File: src/rtl/uncache_axi_bridge_pkg.sv
// -----------------------------------------------------------------------------
// uncache_axi_bridge_pkg
// Shared definitions for the uncached LSU -> AXI4 bridge:
//   uc_state_t        bridge FSM state (3-bit, constants below)
//   AXI_SIZE_*        AXI size encodings used for usize/arsize/awsize
//   AXI_RESP_OKAY     good response code on rresp/bresp
//   AXI_BURST_INCR    burst type driven on arburst/awburst
//   AXI_LEN_SINGLE    single-beat burst length
//   AXI_CACHE_*, AXI_PROT_*, AXI_LOCK_*  tie-offs for uncached device access
//   size_strobe()     byte-lane mask for a naturally aligned access
// -----------------------------------------------------------------------------
package uncache_axi_bridge_pkg;

    typedef logic [2:0] uc_state_t;

    localparam uc_state_t IDLE   = 3'd0;
    localparam uc_state_t RD_A   = 3'd1;
    localparam uc_state_t RD_D   = 3'd2;
    localparam uc_state_t RD_RSP = 3'd3;
    localparam uc_state_t WR_AW  = 3'd4;
    localparam uc_state_t WR_B   = 3'd5;

    localparam logic [2:0] AXI_SIZE_BYTE = 3'b000;
    localparam logic [2:0] AXI_SIZE_HALF = 3'b001;
    localparam logic [2:0] AXI_SIZE_WORD = 3'b010;

    localparam logic [1:0] AXI_RESP_OKAY  = 2'b00;
    localparam logic [1:0] AXI_BURST_INCR = 2'b01;
    localparam logic [7:0] AXI_LEN_SINGLE = 8'd0;

    // Device, non-bufferable, unprivileged secure data access, no exclusives.
    localparam logic [3:0] AXI_CACHE_DEVICE = 4'b0000;
    localparam logic [2:0] AXI_PROT_DATA    = 3'b000;
    localparam logic       AXI_LOCK_NORMAL  = 1'b0;

    // Lanes touched by an aligned access of the given size. Any size code
    // other than byte/half is treated as a full word.
    function automatic logic [3:0] size_strobe(input logic [2:0] usize,
                                               input logic [1:0] addr_lo);
        logic [3:0] m;
        case (usize)
            AXI_SIZE_BYTE: m = 4'b0001 << addr_lo;
            AXI_SIZE_HALF: m = addr_lo[1] ? 4'b1100 : 4'b0011;
            default:       m = 4'b1111;
        endcase
        return m;
    endfunction

endpackage

File: src/rtl/uncache_axi_bridge_if.sv
// -----------------------------------------------------------------------------
// uncache_axi_bridge_if
// AXI4 single-ID master/slave bundle for the uncache bridge.
//   master modport: drives AR/AW/W address+data and R/B ready; samples the rest
//   slave  modport: the opposite direction (memory side / crossbar port)
// Handshake rule on every channel: a beat transfers on a rising clk edge where
// valid & ready are both 1; the source holds valid and payload stable until
// then, and valid never waits on ready.
// -----------------------------------------------------------------------------
interface uncache_axi_bridge_if #(
    parameter int ADDR_W = 32,
    parameter int DATA_W = 32,
    parameter int ID_W   = 4
);
    logic [ID_W-1:0]     arid;
    logic [ADDR_W-1:0]   araddr;
    logic [7:0]          arlen;
    logic [2:0]          arsize;
    logic [1:0]          arburst;
    logic [3:0]          arcache;
    logic [2:0]          arprot;
    logic                arlock;
    logic                arvalid;
    logic                arready;

    logic [ID_W-1:0]     rid;
    logic [DATA_W-1:0]   rdata;
    logic [1:0]          rresp;
    logic                rlast;
    logic                rvalid;
    logic                rready;

    logic [ID_W-1:0]     awid;
    logic [ADDR_W-1:0]   awaddr;
    logic [7:0]          awlen;
    logic [2:0]          awsize;
    logic [1:0]          awburst;
    logic [3:0]          awcache;
    logic [2:0]          awprot;
    logic                awlock;
    logic                awvalid;
    logic                awready;

    logic [DATA_W-1:0]   wdata;
    logic [DATA_W/8-1:0] wstrb;
    logic                wlast;
    logic                wvalid;
    logic                wready;

    logic [ID_W-1:0]     bid;
    logic [1:0]          bresp;
    logic                bvalid;
    logic                bready;

    modport master (
        output arid, araddr, arlen, arsize, arburst, arcache, arprot, arlock, arvalid,
        input  arready,
        input  rid, rdata, rresp, rlast, rvalid,
        output rready,
        output awid, awaddr, awlen, awsize, awburst, awcache, awprot, awlock, awvalid,
        input  awready,
        output wdata, wstrb, wlast, wvalid,
        input  wready,
        input  bid, bresp, bvalid,
        output bready
    );

    modport slave (
        input  arid, araddr, arlen, arsize, arburst, arcache, arprot, arlock, arvalid,
        output arready,
        output rid, rdata, rresp, rlast, rvalid,
        input  rready,
        input  awid, awaddr, awlen, awsize, awburst, awcache, awprot, awlock, awvalid,
        output awready,
        input  wdata, wstrb, wlast, wvalid,
        output wready,
        output bid, bresp, bvalid,
        input  bready
    );

endinterface

File: src/rtl/uncache_axi_bridge.sv
// -----------------------------------------------------------------------------
// uncache_axi_bridge
// Turns one uncached LSU request at a time into a single-beat AXI4 transaction.
// Only one transaction is ever outstanding, so MMIO ordering is preserved.
// Ports:
//   clk, rst        clock, synchronous active-high reset
//   uvalid/mready   request handshake (mready high only when idle)
//   uwen            1 = write, 0 = read
//   uaddr, udata    byte address and lane-aligned write data
//   usize, ustrobe  AXI size code and byte-enable mask
//   mvalid/uready   read-data handshake; mdata holds the raw bus word
//   bus_err         one-cycle pulse after a non-OKAY rresp/bresp
//   state           current FSM state, for observation
//   axi             AXI4 master port
// -----------------------------------------------------------------------------
module uncache_axi_bridge
    import uncache_axi_bridge_pkg::*;
#(
    parameter int              ADDR_W = 32,
    parameter int              DATA_W = 32,
    parameter int              ID_W   = 4,
    parameter logic [ID_W-1:0] AXI_ID = 4'd1
) (
    input  logic                 clk,
    input  logic                 rst,
    input  logic                 uvalid,
    input  logic                 uwen,
    input  logic [ADDR_W-1:0]    uaddr,
    input  logic [DATA_W-1:0]    udata,
    input  logic [2:0]           usize,
    input  logic [3:0]           ustrobe,
    output logic                 mready,
    output logic                 mvalid,
    output logic [DATA_W-1:0]    mdata,
    input  logic                 uready,
    output logic                 bus_err,
    output uc_state_t            state,
    uncache_axi_bridge_if.master axi
);

    logic [ADDR_W-1:0] req_addr;
    logic [DATA_W-1:0] req_data;
    logic [2:0]        req_size;
    logic [3:0]        req_strb;
    logic              aw_done;
    logic              w_done;

    logic accept;
    logic ar_fire;
    logic r_fire;
    logic aw_fire;
    logic w_fire;
    logic b_fire;

    assign mready = (state == IDLE);
    assign mvalid = (state == RD_RSP);
    assign accept = uvalid & mready;

    assign axi.arvalid = (state == RD_A);
    assign axi.rready  = (state == RD_D);
    // AW and W are offered together; each drops on its own handshake.
    assign axi.awvalid = (state == WR_AW) & ~aw_done;
    assign axi.wvalid  = (state == WR_AW) & ~w_done;
    assign axi.bready  = (state == WR_B);

    assign ar_fire = axi.arvalid & axi.arready;
    assign r_fire  = axi.rvalid  & axi.rready;
    assign aw_fire = axi.awvalid & axi.awready;
    assign w_fire  = axi.wvalid  & axi.wready;
    assign b_fire  = axi.bvalid  & axi.bready;

    assign axi.arid    = AXI_ID;
    assign axi.araddr  = req_addr;
    assign axi.arlen   = AXI_LEN_SINGLE;
    assign axi.arsize  = req_size;
    assign axi.arburst = AXI_BURST_INCR;
    assign axi.arcache = AXI_CACHE_DEVICE;
    assign axi.arprot  = AXI_PROT_DATA;
    assign axi.arlock  = AXI_LOCK_NORMAL;

    assign axi.awid    = AXI_ID;
    assign axi.awaddr  = req_addr;
    assign axi.awlen   = AXI_LEN_SINGLE;
    assign axi.awsize  = req_size;
    assign axi.awburst = AXI_BURST_INCR;
    assign axi.awcache = AXI_CACHE_DEVICE;
    assign axi.awprot  = AXI_PROT_DATA;
    assign axi.awlock  = AXI_LOCK_NORMAL;

    assign axi.wdata = req_data;
    assign axi.wstrb = req_strb;
    assign axi.wlast = 1'b1;

    // IDs and rlast carry no information with one ID and single beats.
    logic unused_resp_fields;
    assign unused_resp_fields = ^{axi.rid, axi.rlast, axi.bid};

    always_ff @(posedge clk) begin
        if (rst) begin
            state    <= IDLE;
            mdata    <= '0;
            bus_err  <= 1'b0;
            aw_done  <= 1'b0;
            w_done   <= 1'b0;
            req_addr <= '0;
            req_data <= '0;
            req_size <= '0;
            req_strb <= '0;
        end else begin
            bus_err <= 1'b0;
            case (state)
                IDLE: begin
                    if (accept) begin
                        req_addr <= uaddr;
                        req_data <= udata;
                        req_size <= usize;
                        req_strb <= ustrobe & size_strobe(usize, uaddr[1:0]);
                        aw_done  <= 1'b0;
                        w_done   <= 1'b0;
                        state    <= uwen ? WR_AW : RD_A;
                    end
                end
                RD_A: begin
                    if (ar_fire) state <= RD_D;
                end
                RD_D: begin
                    if (r_fire) begin
                        mdata   <= axi.rdata;
                        bus_err <= (axi.rresp != AXI_RESP_OKAY);
                        state   <= RD_RSP;
                    end
                end
                RD_RSP: begin
                    if (uready) state <= IDLE;
                end
                WR_AW: begin
                    if (aw_fire) aw_done <= 1'b1;
                    if (w_fire)  w_done  <= 1'b1;
                    // Join: the channel finishing last may do so this very edge.
                    if ((aw_done | aw_fire) && (w_done | w_fire)) begin
                        state <= WR_B;
                    end
                end
                WR_B: begin
                    if (b_fire) begin
                        bus_err <= (axi.bresp != AXI_RESP_OKAY);
                        state   <= IDLE;
                    end
                end
                default: state <= IDLE;
            endcase
        end
    end

endmodule
File: src/flat_wrapper.sv
// flat-port wrapper written by rule: the top's interface ports become plain ports
module uncache_axi_bridge_flat import uncache_axi_bridge_pkg::*;
#(
    parameter int              ADDR_W = 32,
    parameter int              DATA_W = 32,
    parameter int              ID_W   = 4,
    parameter logic [ID_W-1:0] AXI_ID = 4'd1
)
  (clk, rst, uvalid, uwen, uaddr, udata, usize, ustrobe, mready, mvalid, mdata, uready, bus_err, state, axi_arid, axi_araddr, axi_arlen, axi_arsize, axi_arburst, axi_arcache, axi_arprot, axi_arlock, axi_arvalid, axi_arready, axi_rid, axi_rdata, axi_rresp, axi_rlast, axi_rvalid, axi_rready, axi_awid, axi_awaddr, axi_awlen, axi_awsize, axi_awburst, axi_awcache, axi_awprot, axi_awlock, axi_awvalid, axi_awready, axi_wdata, axi_wstrb, axi_wlast, axi_wvalid, axi_wready, axi_bid, axi_bresp, axi_bvalid, axi_bready);
  uncache_axi_bridge_if #(.ADDR_W(ADDR_W), .DATA_W(DATA_W), .ID_W(ID_W)) axi_i ();
  input  logic clk;
  input  logic rst;
  input  logic uvalid;
  input  logic uwen;
  input  logic [ADDR_W-1:0] uaddr;
  input  logic [DATA_W-1:0] udata;
  input  logic [2:0] usize;
  input  logic [3:0] ustrobe;
  output logic mready;
  output logic mvalid;
  output logic [DATA_W-1:0] mdata;
  input  logic uready;
  output logic bus_err;
  output uc_state_t state;
  output wire logic [$bits(axi_i.arid)-1:0] axi_arid;
  output wire logic [$bits(axi_i.araddr)-1:0] axi_araddr;
  output wire logic [$bits(axi_i.arlen)-1:0] axi_arlen;
  output wire logic [$bits(axi_i.arsize)-1:0] axi_arsize;
  output wire logic [$bits(axi_i.arburst)-1:0] axi_arburst;
  output wire logic [$bits(axi_i.arcache)-1:0] axi_arcache;
  output wire logic [$bits(axi_i.arprot)-1:0] axi_arprot;
  output wire logic [$bits(axi_i.arlock)-1:0] axi_arlock;
  output wire logic [$bits(axi_i.arvalid)-1:0] axi_arvalid;
  input wire logic [$bits(axi_i.arready)-1:0] axi_arready;
  input wire logic [$bits(axi_i.rid)-1:0] axi_rid;
  input wire logic [$bits(axi_i.rdata)-1:0] axi_rdata;
  input wire logic [$bits(axi_i.rresp)-1:0] axi_rresp;
  input wire logic [$bits(axi_i.rlast)-1:0] axi_rlast;
  input wire logic [$bits(axi_i.rvalid)-1:0] axi_rvalid;
  output wire logic [$bits(axi_i.rready)-1:0] axi_rready;
  output wire logic [$bits(axi_i.awid)-1:0] axi_awid;
  output wire logic [$bits(axi_i.awaddr)-1:0] axi_awaddr;
  output wire logic [$bits(axi_i.awlen)-1:0] axi_awlen;
  output wire logic [$bits(axi_i.awsize)-1:0] axi_awsize;
  output wire logic [$bits(axi_i.awburst)-1:0] axi_awburst;
  output wire logic [$bits(axi_i.awcache)-1:0] axi_awcache;
  output wire logic [$bits(axi_i.awprot)-1:0] axi_awprot;
  output wire logic [$bits(axi_i.awlock)-1:0] axi_awlock;
  output wire logic [$bits(axi_i.awvalid)-1:0] axi_awvalid;
  input wire logic [$bits(axi_i.awready)-1:0] axi_awready;
  output wire logic [$bits(axi_i.wdata)-1:0] axi_wdata;
  output wire logic [$bits(axi_i.wstrb)-1:0] axi_wstrb;
  output wire logic [$bits(axi_i.wlast)-1:0] axi_wlast;
  output wire logic [$bits(axi_i.wvalid)-1:0] axi_wvalid;
  input wire logic [$bits(axi_i.wready)-1:0] axi_wready;
  input wire logic [$bits(axi_i.bid)-1:0] axi_bid;
  input wire logic [$bits(axi_i.bresp)-1:0] axi_bresp;
  input wire logic [$bits(axi_i.bvalid)-1:0] axi_bvalid;
  output wire logic [$bits(axi_i.bready)-1:0] axi_bready;
  assign axi_arid = axi_i.arid;
  assign axi_araddr = axi_i.araddr;
  assign axi_arlen = axi_i.arlen;
  assign axi_arsize = axi_i.arsize;
  assign axi_arburst = axi_i.arburst;
  assign axi_arcache = axi_i.arcache;
  assign axi_arprot = axi_i.arprot;
  assign axi_arlock = axi_i.arlock;
  assign axi_arvalid = axi_i.arvalid;
  assign axi_i.arready = axi_arready;
  assign axi_i.rid = axi_rid;
  assign axi_i.rdata = axi_rdata;
  assign axi_i.rresp = axi_rresp;
  assign axi_i.rlast = axi_rlast;
  assign axi_i.rvalid = axi_rvalid;
  assign axi_rready = axi_i.rready;
  assign axi_awid = axi_i.awid;
  assign axi_awaddr = axi_i.awaddr;
  assign axi_awlen = axi_i.awlen;
  assign axi_awsize = axi_i.awsize;
  assign axi_awburst = axi_i.awburst;
  assign axi_awcache = axi_i.awcache;
  assign axi_awprot = axi_i.awprot;
  assign axi_awlock = axi_i.awlock;
  assign axi_awvalid = axi_i.awvalid;
  assign axi_i.awready = axi_awready;
  assign axi_wdata = axi_i.wdata;
  assign axi_wstrb = axi_i.wstrb;
  assign axi_wlast = axi_i.wlast;
  assign axi_wvalid = axi_i.wvalid;
  assign axi_i.wready = axi_wready;
  assign axi_i.bid = axi_bid;
  assign axi_i.bresp = axi_bresp;
  assign axi_i.bvalid = axi_bvalid;
  assign axi_bready = axi_i.bready;
  uncache_axi_bridge #(.ADDR_W(ADDR_W), .DATA_W(DATA_W), .ID_W(ID_W), .AXI_ID(AXI_ID)) u_core (.clk(clk), .rst(rst), .uvalid(uvalid), .uwen(uwen), .uaddr(uaddr), .udata(udata), .usize(usize), .ustrobe(ustrobe), .mready(mready), .mvalid(mvalid), .mdata(mdata), .uready(uready), .bus_err(bus_err), .state(state), .axi(axi_i));
endmodule
File: config.mk
export PLATFORM = sky130hd
export DESIGN_NAME = uncache_axi_bridge_flat
export DESIGN_NICKNAME = d
export VERILOG_FILES = /design/src/rtl/uncache_axi_bridge_pkg.sv /design/src/rtl/uncache_axi_bridge_if.sv /design/src/rtl/uncache_axi_bridge.sv /design/src/flat_wrapper.sv
export SDC_FILE = /design/constraint.sdc
export NUM_CORES = 1
export LEC_CHECK = 0
export CELL_PAD_IN_SITES_DETAIL_PLACEMENT = 2
export CELL_PAD_IN_SITES_GLOBAL_PLACEMENT = 2
export CORE_MARGIN = 10
export CORE_UTILIZATION = 19
export CTS_BUF_LIST = sky130_fd_sc_hd__clkbuf_4
export DETAILED_ROUTE_END_ITERATION = 8
export GPL_ROUTABILITY_DRIVEN = 0
export GPL_TIMING_DRIVEN = 0
export PLACE_DENSITY = 0.92
export SLEW_MARGIN = 20
export SYNTH_ARGS = -nofsm -noshare
export SYNTH_HDL_FRONTEND = slang
export SYNTH_SLANG_ARGS = --single-unit
File: constraint.sdc
create_clock -name clk -period 2.3 [get_ports clk]
set_input_delay 0.69 -clock clk [delete_from_list [all_inputs] [get_ports clk]]
set_output_delay 0.69 -clock clk [all_outputs]
set_load 0.05 [all_outputs]
; ---- Word-level counts from Yosys, hierarchy flattened
; Index checks and enable logic that the tools add are counted.
[totals]
output_inout_bits = 194
register_bits = 109
[classes]
n_shift = 1
bitwise = 13
n_eq_ne = 14
n_reduce_logical = 11
n_mux = 21
[op_table]
columns = op, count
row1 = $mux W3, 7
row2 = $pmux W3 S6, 1
row3 = $mux W4, 4
row4 = $ne A2 B2 Y1 const B, 5
row5 = $and A1 B1 Y1, 8
row6 = $pmux W4 S2, 1
row7 = $eq A3 B1 Y1 const B, 2
row8 = $eq A3 B2 Y1 const B, 2
row9 = $eq A3 B3 Y1 const B, 2
row10 = $logic_not A3 Y1, 2
row11 = $ne A2 B1 Y1 const B, 3
row12 = $pmux W1 S2, 3
row13 = $reduce_and A3 Y1, 2
row14 = $reduce_and A6 Y1, 1
row15 = $reduce_bool A2 Y1, 3
row16 = $mux W1, 5
row17 = $and A4 B4 Y4, 1
row18 = $reduce_and A2 Y1, 2
row19 = $shl A1 B2 Y4 const A, 1
row20 = $not A1 Y1, 2
row21 = $or A1 B1 Y1, 2
row22 = $logic_and A1 B1 Y1, 1

; ---- Longest topological paths before layout
; Gate-level depths: netlist (run 1).
[logic_depth]
word_depth = 7
ltp_mapped = 7
mapped_depth_nobuf = 4

; ---- Worst setup path after synthesis (run 1)
; Ideal clock, no wire load.
[synth_timing]
path_kind = register to output
startpoint = register u_core.state[2]
endpoint = output port mready
arrival_time_ps = 2012
slack_ps = -402
path_stages_with_launch = 4
required_time_ps = 1610
cell_sequence = dfxtp_1 -> buf_2 -> clkbuf_1 -> nor3_1
[synth_via]
elab_chain_len = 1
[synth_rtl]
columns = item, line_no
row1 = start: declaration, uncache_axi_bridge.sv:37  ; output uc_state_t state,
row2 = start signal: assignment, uncache_axi_bridge.sv:120  ; state <= uwen ? WR_AW : RD_A;
row3 = $logic_not A3 Y1, uncache_axi_bridge.sv:55  ; assign mready = (state == IDLE);
row4 = end: declaration, flat_wrapper.sv:19  ; output logic mready;
; Every way passes these cells.

; ---- Worst setup path in the final report (run 1)
[layout_timing]
startpoint = register u_core.req_size[1] (netlist: u_core.axi.arsize[1])
endpoint = output port axi_awsize[1]
[layout_rtl]
columns = item, line_no
row1 = start: declaration, uncache_axi_bridge.sv:43  ; logic [2:0] req_size;
row2 = start signal: assignment, uncache_axi_bridge.sv:116  ; req_size <= usize;
row3 = end: declaration, flat_wrapper.sv:44  ; output wire logic [$bits(axi_i.awsize)-1:0] axi_awsize;
; No word-level cell between the ends.

==> results.ini, run 1 <==
[grt]
grt_pass1_wl_mm=34.6
grt_antenna_before_repair=2
grt_max_degree=17
grt_pass1_vias=5690
grtUsageTotal_pct=14.5
gr-total-overflow=0

[power_and_ir_drop]
seq_power_share_pct=40.3
power.share.switching_pct=41.5
leakagePower_nw=3.69
pwr-share-clk_pct=19.7
power_density_nw_per_um2=660
net-switching-power_mw=2.18
irDropWorstVdd_mv=0.194
p_comb_share_pct=40.0
p_total_mw=5.24
p_int_mw=3.06

[finish]
seqCellArea_um2=2190
fin_area_um2=7940
final_common_cell=nand2_1
fin_nets=1039
multi_input_area_um2=1840
drive_gt1_share_pct=15.9
areaGrowthSynthToFinish_pct=73.8
final_cell_mix=205 x nand2_1, 120 x dlygate4sd2_1, 115 x clkdlybuf4s50_1
fillers=2788

[timing]
tightest_slew_ps=734
drv_slew=0
max_freq_ghz=0.450
rsz0062_at_grt=true
max_slew_margin_pct=51.0
finalCriticalPeriod_ps=2220
setup_violations=0
fin_skew_ps=26.0
holdWs_ps=464
layout_setup_ws_ps=76.7
hold_viol_final=0
fin_crit_sh_pct=96.7

[worst_setup_path]
cp_max_fo=3
r2r_setup_slack_ps=270
cp.arrival_ps=1530
r2r-start=u_core.state[0]$_SDFFE_PP0P_
r2r_cells=7
required_ps=1610
rr_endpoint=u_core.axi.wdata[16]$_SDFFE_PP0P_
criticalPathCategory=flop to output pin
start_kind=flop
worst_setup_path_end_kind=output pin

[cts]
ctsHtreeMaxLevel=3
clk_path_buf_depth=2
hold_buffers=0
cts.sinks=109
clk_pin_slew_worst_paths_ps=160
clkLatencyLatePin_ps=490
cts_made_buffers=9
root_buffer=clkbuf_4
tritoncts=done

[synthesis]
synth_fa_ha_area_share_pct=0
seq_area_frac_synth_pct=47.8
synthXorXnorAreaFrac_pct=0
synth_top_cell_area_share_pct=47.8
synth_simple_gate_area_share_pct=21.2
yosys_register_bits=109
netlist_area_um2=4570
synth-warning-count=0
synthMuxAreaShare_pct=0.219
synth_cell_types=28
synth_area_leaders=dfxtp_1 48%, nand2_1 17%, buf_4 13%
synth_top_family_by_area=simple AND/OR/NAND/NOR gates
syn_avg_cell_area_um2=7.77
synth_compound_area_share_pct=13.7
syn_inst=588
yosys.area.top_type=dfxtp_1

[route]
wl_per_cell_um=18.8
detail_route.vias_per_cell=4.10
first_iter_violations=169
detail-route-antenna-nets=0
wl_mm=23.2
drt_pre_antenna_iters=4
num_vias=5076
drc_errors=0

[job]
maxCapViolCount=0

[floorplan]
die_area_um2=30600
start_util_pct=19.4
die_h_um=175
fp.dieW_um=175
placement_rows=56
core_um2=23500
num_io_pins=320

[place]
dpl.hpwl_mm=19.1
preCtsSetupSlack_ps=-746
io_buffers=264
placed_area_um2=7810

[worst_hold_path]
holdPathStages=2
hold_path_end=u_core.axi.wstrb[1]$_SDFFE_PP0P_
hold_path_class=flop to flop
min_from=u_core.axi.wstrb[1]$_SDFFE_PP0P_

[status]
status=finished clean

registers in the layout, summed over array words and instances (netlist names):
register,count
u_core.axi.wdata,32
u_core.axi.wstrb,4
u_core.w_done,1
u_core.mdata,32
u_core.axi.araddr,32
u_core.aw_done,1
u_core.state,3
u_core.bus_err,1
u_core.axi.arsize,3
cells by family (layout without fill, tap and decap cells):
| family | count (synthesis) | count (layout) |
|---|---|---|
| and+or+nand+nor | 237 | 237 |
| buffers and inverters | 119 | 405 |
| AOI/OAI and AO/OA | 120 | 120 |
| other | 2 | 47 |
| muxes | 1 | 1 |
| DFF | 109 | 109 |
layout make-up:
type                            count  share of cell area [%]
Timing Repair Buffer              271                    32.2
Sequential cell                   109                    27.6
Clock inverter                      4                   0.631
Inverter                            1                  0.0473
Multi-Input combinational cell    403                    23.2
Tap cell                          319                    5.03
Antenna cell                        2                  0.0631
Buffer                            118                    10.3
Clock buffer                       11                    1.04
metal layers:
metal	GRT usage [%]	wire length, um	up-vias
li1	-	-	2410
met1	14.8	8800	2459
met4	4.59	455	0
met3	4.44	1590	22
met5	0	0	-
met2	27.6	12400	185
what timing repair did:
item / CTS / global route
pin swaps: 0 / 2
endpoints found under the setup margin: 149 / 26
buffers inserted: 0 / 7
gates resized for setup: 218 / 22
cells in the mapped netlist (all sizes together):
cell and instances:
and2 3, nand2 206, a31oi 1, nand2b 3, a21oi 104, mux2i 1
nor3 3, conb 2, o21ai 6, o221ai 1, a22oi 3, clkbuf 18
dfxtp 109, a21o 2, a32oi 1, nand3 6, o211ai 1, buf 100
nor4b 1, nor2b 5, inv 1, nor2 7, or4b 1, nor3b 2
a2111oi 1
worst max-delay path: stages, from the launching register on:
cell	delay, ps
dfxtp_1	420
buf_4	120
dlygate4sd2_1	530
power groups by stage:
| stage | logic (mW) | clock network, mW | registers (mW) |
|---|---|---|---|
| 6_report | 2.09 | 1.03 | 2.11 |
| 5_1_grt | 2.23 | 1.15 | 2.14 |
| 4_1_cts | 2.09 | 1.09 | 2.12 |
| 3_5_place_dp | 2.17 | 0 | 2.16 |
| 3_3_place_gp | 2.13 | 0 | 2.15 |
| 2_1_floorplan | 0.919 | 0 | 2.59 |
per-stage QoR:
stage | TNS (ps) | instances | utilization (%)
3_5_place_dp | -29180 | 1214 | 33.2
3_3_place_gp | -28070 | 1214 | 33.2
5_1_grt | -7.85 | 1238 | 33.7
6_report | 0 | 1238 | 33.7
2_1_floorplan | 0 | 631 | -
4_1_cts | -34.8 | 1229 | 33.4
how the worst max path moves through the flow:
stage / cells past startpoint / end / startpoint / slack, ps
after global routing: 4 / axi_bready / u_core.state[0]$_SDFFE_PP0P_ / -4
after floorplan: 4 / axi_awvalid / u_core.state[2]$_SDFFE_PP0P_ / 30
after global placement: 5 / axi_wvalid / u_core.state[2]$_SDFFE_PP0P_ / -680
after CTS: 5 / axi_wvalid / u_core.state[0]$_SDFFE_PP0P_ / -20
final: 2 / axi_awsize[1] / u_core.axi.arsize[1]$_SDFFE_PP0P_ / 80
after detailed placement: 5 / axi_awvalid / u_core.state[2]$_SDFFE_PP0P_ / -750
No activity file was read; power rests on OpenSTA's default activity.
==> inputs of run 2 (changes only) <==
HOLD_SLACK_MARGIN = 0.1   (was unset)
SLEW_MARGIN = unset   (was 20)
==> results of run 2 <==
The final DEF is identical to that of run 1; final timing and power are the same.
==> inputs of run 3 (changes only) <==
CELL_PAD_IN_SITES_DETAIL_PLACEMENT = unset   (was 2)
CELL_PAD_IN_SITES_GLOBAL_PLACEMENT = unset   (was 2)
CORE_UTILIZATION = 39   (was 19)
PLACE_DENSITY = 0.94   (was 0.92)
==> results.ini, run 3 (synthesized netlist as in run 1, its figures left out) <==
[grt]
grt_pass1_vias=4968  ; -13%
grt_pass1_wl_mm=26.3  ; -24%
grt_antenna_before_repair=0  ; -2
gr-total-overflow=0  ; unchanged
grtUsageTotal_pct=20.0  ; +5.5 points
grt_max_degree=18  ; +1

[timing]
finalCriticalPeriod_ps=2210  ; -16.9 ps
fin_crit_sh_pct=95.9  ; -0.74 points
tightest_slew_ps=605  ; -130 ps
max_freq_ghz=0.453  ; +0.77%
drv_slew=0  ; unchanged
max_slew_margin_pct=59.5  ; +8.5 points
setup_violations=0  ; unchanged
layout_setup_ws_ps=93.6  ; +16.9 ps
rsz0062_at_grt=false
hold_viol_final=0  ; unchanged
fin_skew_ps=6.68  ; -19.3 ps

[finish]
fillers=995  ; -64%
final_cell_mix=205 x nand2_1, 141 x dlygate4sd2_1, 115 x clkdlybuf4s50_1
fin_cells=1055  ; -15%
fin_nets=1033  ; -0.58%
diodes=0  ; -2
drive_gt1_share_pct=15.4  ; -0.57 points
areaGrowthSynthToFinish_pct=68.1
fin_area_um2=7680  ; -3.2%
final_common_cell=nand2_1

[route]
wl_per_cell_um=17.0  ; -9.6%
wl_mm=17.9  ; -23%
num_vias=4827  ; -4.9%
highest_layer=met4
first_iter_violations=162  ; -4.1%
drt_pre_antenna_iters=4  ; unchanged
met1Wirelength_mm=6.35  ; -28%
met2_length_mm=9.21  ; -26%
wl_met3_mm=1.68  ; +5.4%
detail-route-antenna-nets=0  ; unchanged
drc_errors=0  ; unchanged
detail_route.vias_per_cell=4.58  ; +12%

[place]
dpl.hpwl_mm=14.9  ; -22%
placed_area_um2=7590  ; -2.8%
dp.cells=1038  ; -14%
preCtsSetupSlack_ps=-592  ; +154 ps
io_buffers=264  ; unchanged

[cts]
tritoncts=done
clk_path_buf_depth=2  ; unchanged
ctsHtreeMaxLevel=3  ; unchanged
root_buffer=clkbuf_4
cts_made_buffers=9  ; unchanged
clkLatencyLatePin_ps=450  ; -40 ps
cts.sinks=109  ; unchanged
clk_pin_slew_worst_paths_ps=160  ; about the same

[floorplan]
die_area_um2=16400  ; -46%
start_util_pct=39.8  ; +20 points
placement_rows=39  ; -30%
fp.dieW_um=128  ; -27%
core_um2=11500  ; -51%
num_io_pins=320  ; unchanged
die_h_um=128  ; -27%

[worst_setup_path]
criticalPathCategory=flop to output pin
cp_max_fo=3  ; unchanged
slowest_stage=dlygate4sd2_1
worst_setup_path_end_kind=output pin
r2r_cells=6  ; -1
r2r-start=u_core.state[0]$_SDFFE_PP0P_
required_ps=1610  ; about the same
r2r_setup_slack_ps=490  ; +220 ps
max_stage_delay_ps=520  ; about the same
rr_endpoint=u_core.axi.wdata[0]$_SDFFE_PP0P_
cp.arrival_ps=1520  ; about the same
crit_chain=buf_4, dlygate4sd2_1
start_kind=flop

[power_and_ir_drop]
power_density_nw_per_um2=693  ; +5.1%
leakagePower_nw=3.74  ; +1.5%
irDropWorstVdd_mv=0.444  ; +130%

[worst_hold_path]
holdPathStages=2  ; unchanged
min_from=u_core.mdata[16]$_SDFFE_PP0P_
hold_path_end=u_core.mdata[16]$_SDFFE_PP0P_
hold_path_class=flop to flop

[status]
status=finished clean

[job]
maxCapViolCount=0  ; unchanged

[run 3: layer usage]
| layer | GRT usage [%] | vias up |
|---|---|---|
| met1 | 19.6 | 2176 |
| met4 | 8.68 | 0 |
| met3 | 7.15 | 45 |
| met2 | 36.9 | 203 |
| li1 | - | 2403 |
| met5 | 0 | - |
[run 3: what timing repair did]
item / CTS / global route
hold buffers: 0 / 0
setup buffers: 0 / 1
resized for setup: 202 / 11
gates cloned: 0 / 0
pin swaps: 0 / 1
endpoints found under the setup margin: 149 / 8
[run 3: worst max-delay path by stage]
| stage | from | end | slack, ps | cells after the start |
|---|---|---|---|---|
| after floorplan | u_core.state[2]$_SDFFE_PP0P_ | axi_awvalid | 30 | 4 |
| after global placement | u_core.state[2]$_SDFFE_PP0P_ | axi_wvalid | -550 | 5 |
| after detailed placement | u_core.state[2]$_SDFFE_PP0P_ | axi_awvalid | -590 | 5 |
| after CTS | u_core.state[1]$_SDFFE_PP0P_ | mvalid | 3 | 4 |
| after global routing | u_core.state[0]$_SDFFE_PP0P_ | axi_arvalid | 0.8 | 4 |
| final | u_core.axi.araddr[15]$_SDFFE_PP0P_ | axi_awaddr[15] | 90 | 2 |
[run 3: layout make-up]
type	count	area (um2)	area share (%)
multi-input combinational	403	1840	23.9
timing repair buffer	265	2480	32.3
tap	143	179	2.33
buffer	118	800	10.4
inverter	1	3.75	0.0489
sequential	109	2190	28.5
clock inverter	5	108	1.40
clock buffer	11	82.6	1.08
[run 3: worst max-delay path, delay by kind of cell (launching register included)]
kind                   cells  cell delay (ps)
DFF                        1              420
buffers and inverters      2              650
[run 3: power by group]
group | switching, mW | total (mW) | internal, mW
registers | 0.0825 | 2.11 | 2.02
logic | 1.36 | 2.01 | 0.657
clock network | 0.623 | 1.21 | 0.582
total | 2.06 | 5.32 | 3.26
[run 3: stage by stage]
| stage | utilization (%) | hold WS, ps | total power, mW | TNS, ps |
|---|---|---|---|---|
| after floorplan | - | 566 | 3.51 | 0 |
| final | 67.0 | 461 | 5.32 | 0 |
| after CTS | 66.7 | 461 | 5.35 | 0 |
| after global routing | 67.0 | 479 | 5.55 | 0 |
| after detailed placement | 66.2 | 444 | 4.26 | -16370 |
| after global placement | 66.2 | 437 | 4.22 | -17150 |
==> RTL edit: new RTL, flow settings as in run 3 <==
`ADDR_W` is set to 32 in 3 places; all go to 48.
--- a/src/rtl/uncache_axi_bridge_if.sv
+++ b/src/rtl/uncache_axi_bridge_if.sv
@@ -9,5 +9,5 @@
 // -----------------------------------------------------------------------------
 interface uncache_axi_bridge_if #(
-    parameter int ADDR_W = 32,
+    parameter int ADDR_W = 48,
     parameter int DATA_W = 32,
     parameter int ID_W   = 4
--- a/src/rtl/uncache_axi_bridge.sv
+++ b/src/rtl/uncache_axi_bridge.sv
@@ -17,5 +17,5 @@
     import uncache_axi_bridge_pkg::*;
 #(
-    parameter int              ADDR_W = 32,
+    parameter int              ADDR_W = 48,
     parameter int              DATA_W = 32,
     parameter int              ID_W   = 4,
--- a/src/flat_wrapper.sv
+++ b/src/flat_wrapper.sv
@@ -2,5 +2,5 @@
 module uncache_axi_bridge_flat import uncache_axi_bridge_pkg::*;
 #(
-    parameter int              ADDR_W = 32,
+    parameter int              ADDR_W = 48,
     parameter int              DATA_W = 32,
     parameter int              ID_W   = 4,
Ports: changed (resized axi_araddr, axi_awaddr and uaddr); port bits go from 320 to 368. The function was not compared with the original's and may differ.
==> RTL edit against run 3 <==
- design area rose by 16%
- total power rose by 24%
- final cell count rose by 17%
- non-clock buffer count rose by 72
- setup slack got worse by 0.026 ns
- synthesized area rose by 15%
- sequential cell count rose by 16
- die area rose by 13%
- sequential share of layout area fell by 0.30 points
- wire length rose by 21%
- critical path depth did not move
- largest cell class unchanged
- largest power group is now combinational logic
- highest routed layer unchanged
==> RTL edit: results (changes against run 3) <==
metric;value;unit;change
syn-instance-count;672;;+14%
vias;5710;;+18%
cts_resized;256;;+27%
reg2reg_depth;6;;unchanged
grt_pass1_wl;31200;µm;+18%
cts_buffers;17;;+8
synth_common_cells;236 x nand2_1, 125 x dfxtp_1, 120 x a21oi_1, 96 x buf_4, 32 x clkbuf_1;;
period_needed;2.23;ns;+0.0258 ns
crit_path_start;u_core.axi.araddr[32];;
largest_reg_flops;48;;
holdPathEnd;u_core.axi.wdata[30];;
root_buffer;clkbuf_4;;
place_hpwl;17700;µm;+19%
port_buffers;312;;+18%
ir_drop;0.535;mV;+21%
clock_skew;0.0201;ns;+0.0134 ns
drive_gt1_frac;0.169;;+0.0155
r2r_end;u_core.axi.wdata[19];;
synth_area_leaders;dfxtp_1 48%, nand2_1 17%, buf_4 14%, a21oi_1 11%, clkbuf_1 2.3%;;
grtUsageMet1;0.211;;+0.0147
final_cells;1236;;+17%
synth_cell_types;39;;+39%
hp-start;u_core.axi.wdata[30];;
p_leak;4.23;nW;+13%
fillers;1095;;+10%
post_cts_buffers;3;;+3
regToRegSetupSlack;0.36;ns;-0.13 ns
place_area;0.00879;mm²;+16%
whs;0.455;ns;-0.00535 ns
wl_met1;7720;µm;+22%
cp-endpoint;axi_awaddr[32];;
wl_met2;11100;µm;+21%
routed_wl;21600;µm;+21%
met2_usage;0.400;;+0.0304
slew_headroom;0.508;;-0.0872
synth-seq-area-share;0.475;;-0.00262
r2r-start;u_core.state[2];;
status;completed;;
dr.pass1.iters;5;;+1
antenna_found_initial;1;;+1
ys.warnings.count;0;;unchanged
crit_fanout;3;;unchanged
h-tree-depth;4;;+1
wl_met3;2300;µm;+37%
drtIter0Drc;354;;+120%
whs_path_depth;2;;unchanged
async_flop_share;0;;unchanged
clk_pin_slew_worst_paths;0.10;ns;-0.06 ns
path_delay_family;buffers and inverters;;
clock_latency;0.53;ns;+0.08 ns
dpl_worst_slack;-0.385;ns;+0.207 ns
track_usage;0.217;;+0.0169
arrival;1.54;ns;+0.02 ns
critPathSlowestCell;dlygate4sd2_1;;
use_met3;0.0934;;+0.0218
[RTL edit: logic make-up (layout without fill, tap and decap cells)]
group           count (synthesis)  count (layout)  synth area share
simple gates                  259             259             0.197
buf+inv                       146             490             0.179
compound gates                138             138             0.143
flops                         125             125             0.475
other cells                     2              46           0.00143
mux                             2               2           0.00404
[RTL edit: cell type report]
class                           instances  area [µm²]  share of cell area
Buffer                                140         936               0.105
Timing Repair Buffer                  315        2930               0.329
Multi-Input combinational cell        444        2020               0.227
Tap cell                              176         220              0.0248
Antenna cell                            1        2.50            0.000281
Sequential cell                       125        2510               0.282
Clock inverter                          9        96.3              0.0108
Clock buffer                           22         165              0.0186
Inverter                                4        15.0             0.00169
[RTL edit: where the power goes]
part | leakage (nW) | switching [W] | internal (W)
logic | 3.06 | 0.00183 | 0.000847
registers | 1.02 | 0.000123 | 0.00235
clock network | 0.142 | 0.000796 | 0.000685
total | 4.23 | 0.00275 | 0.00388
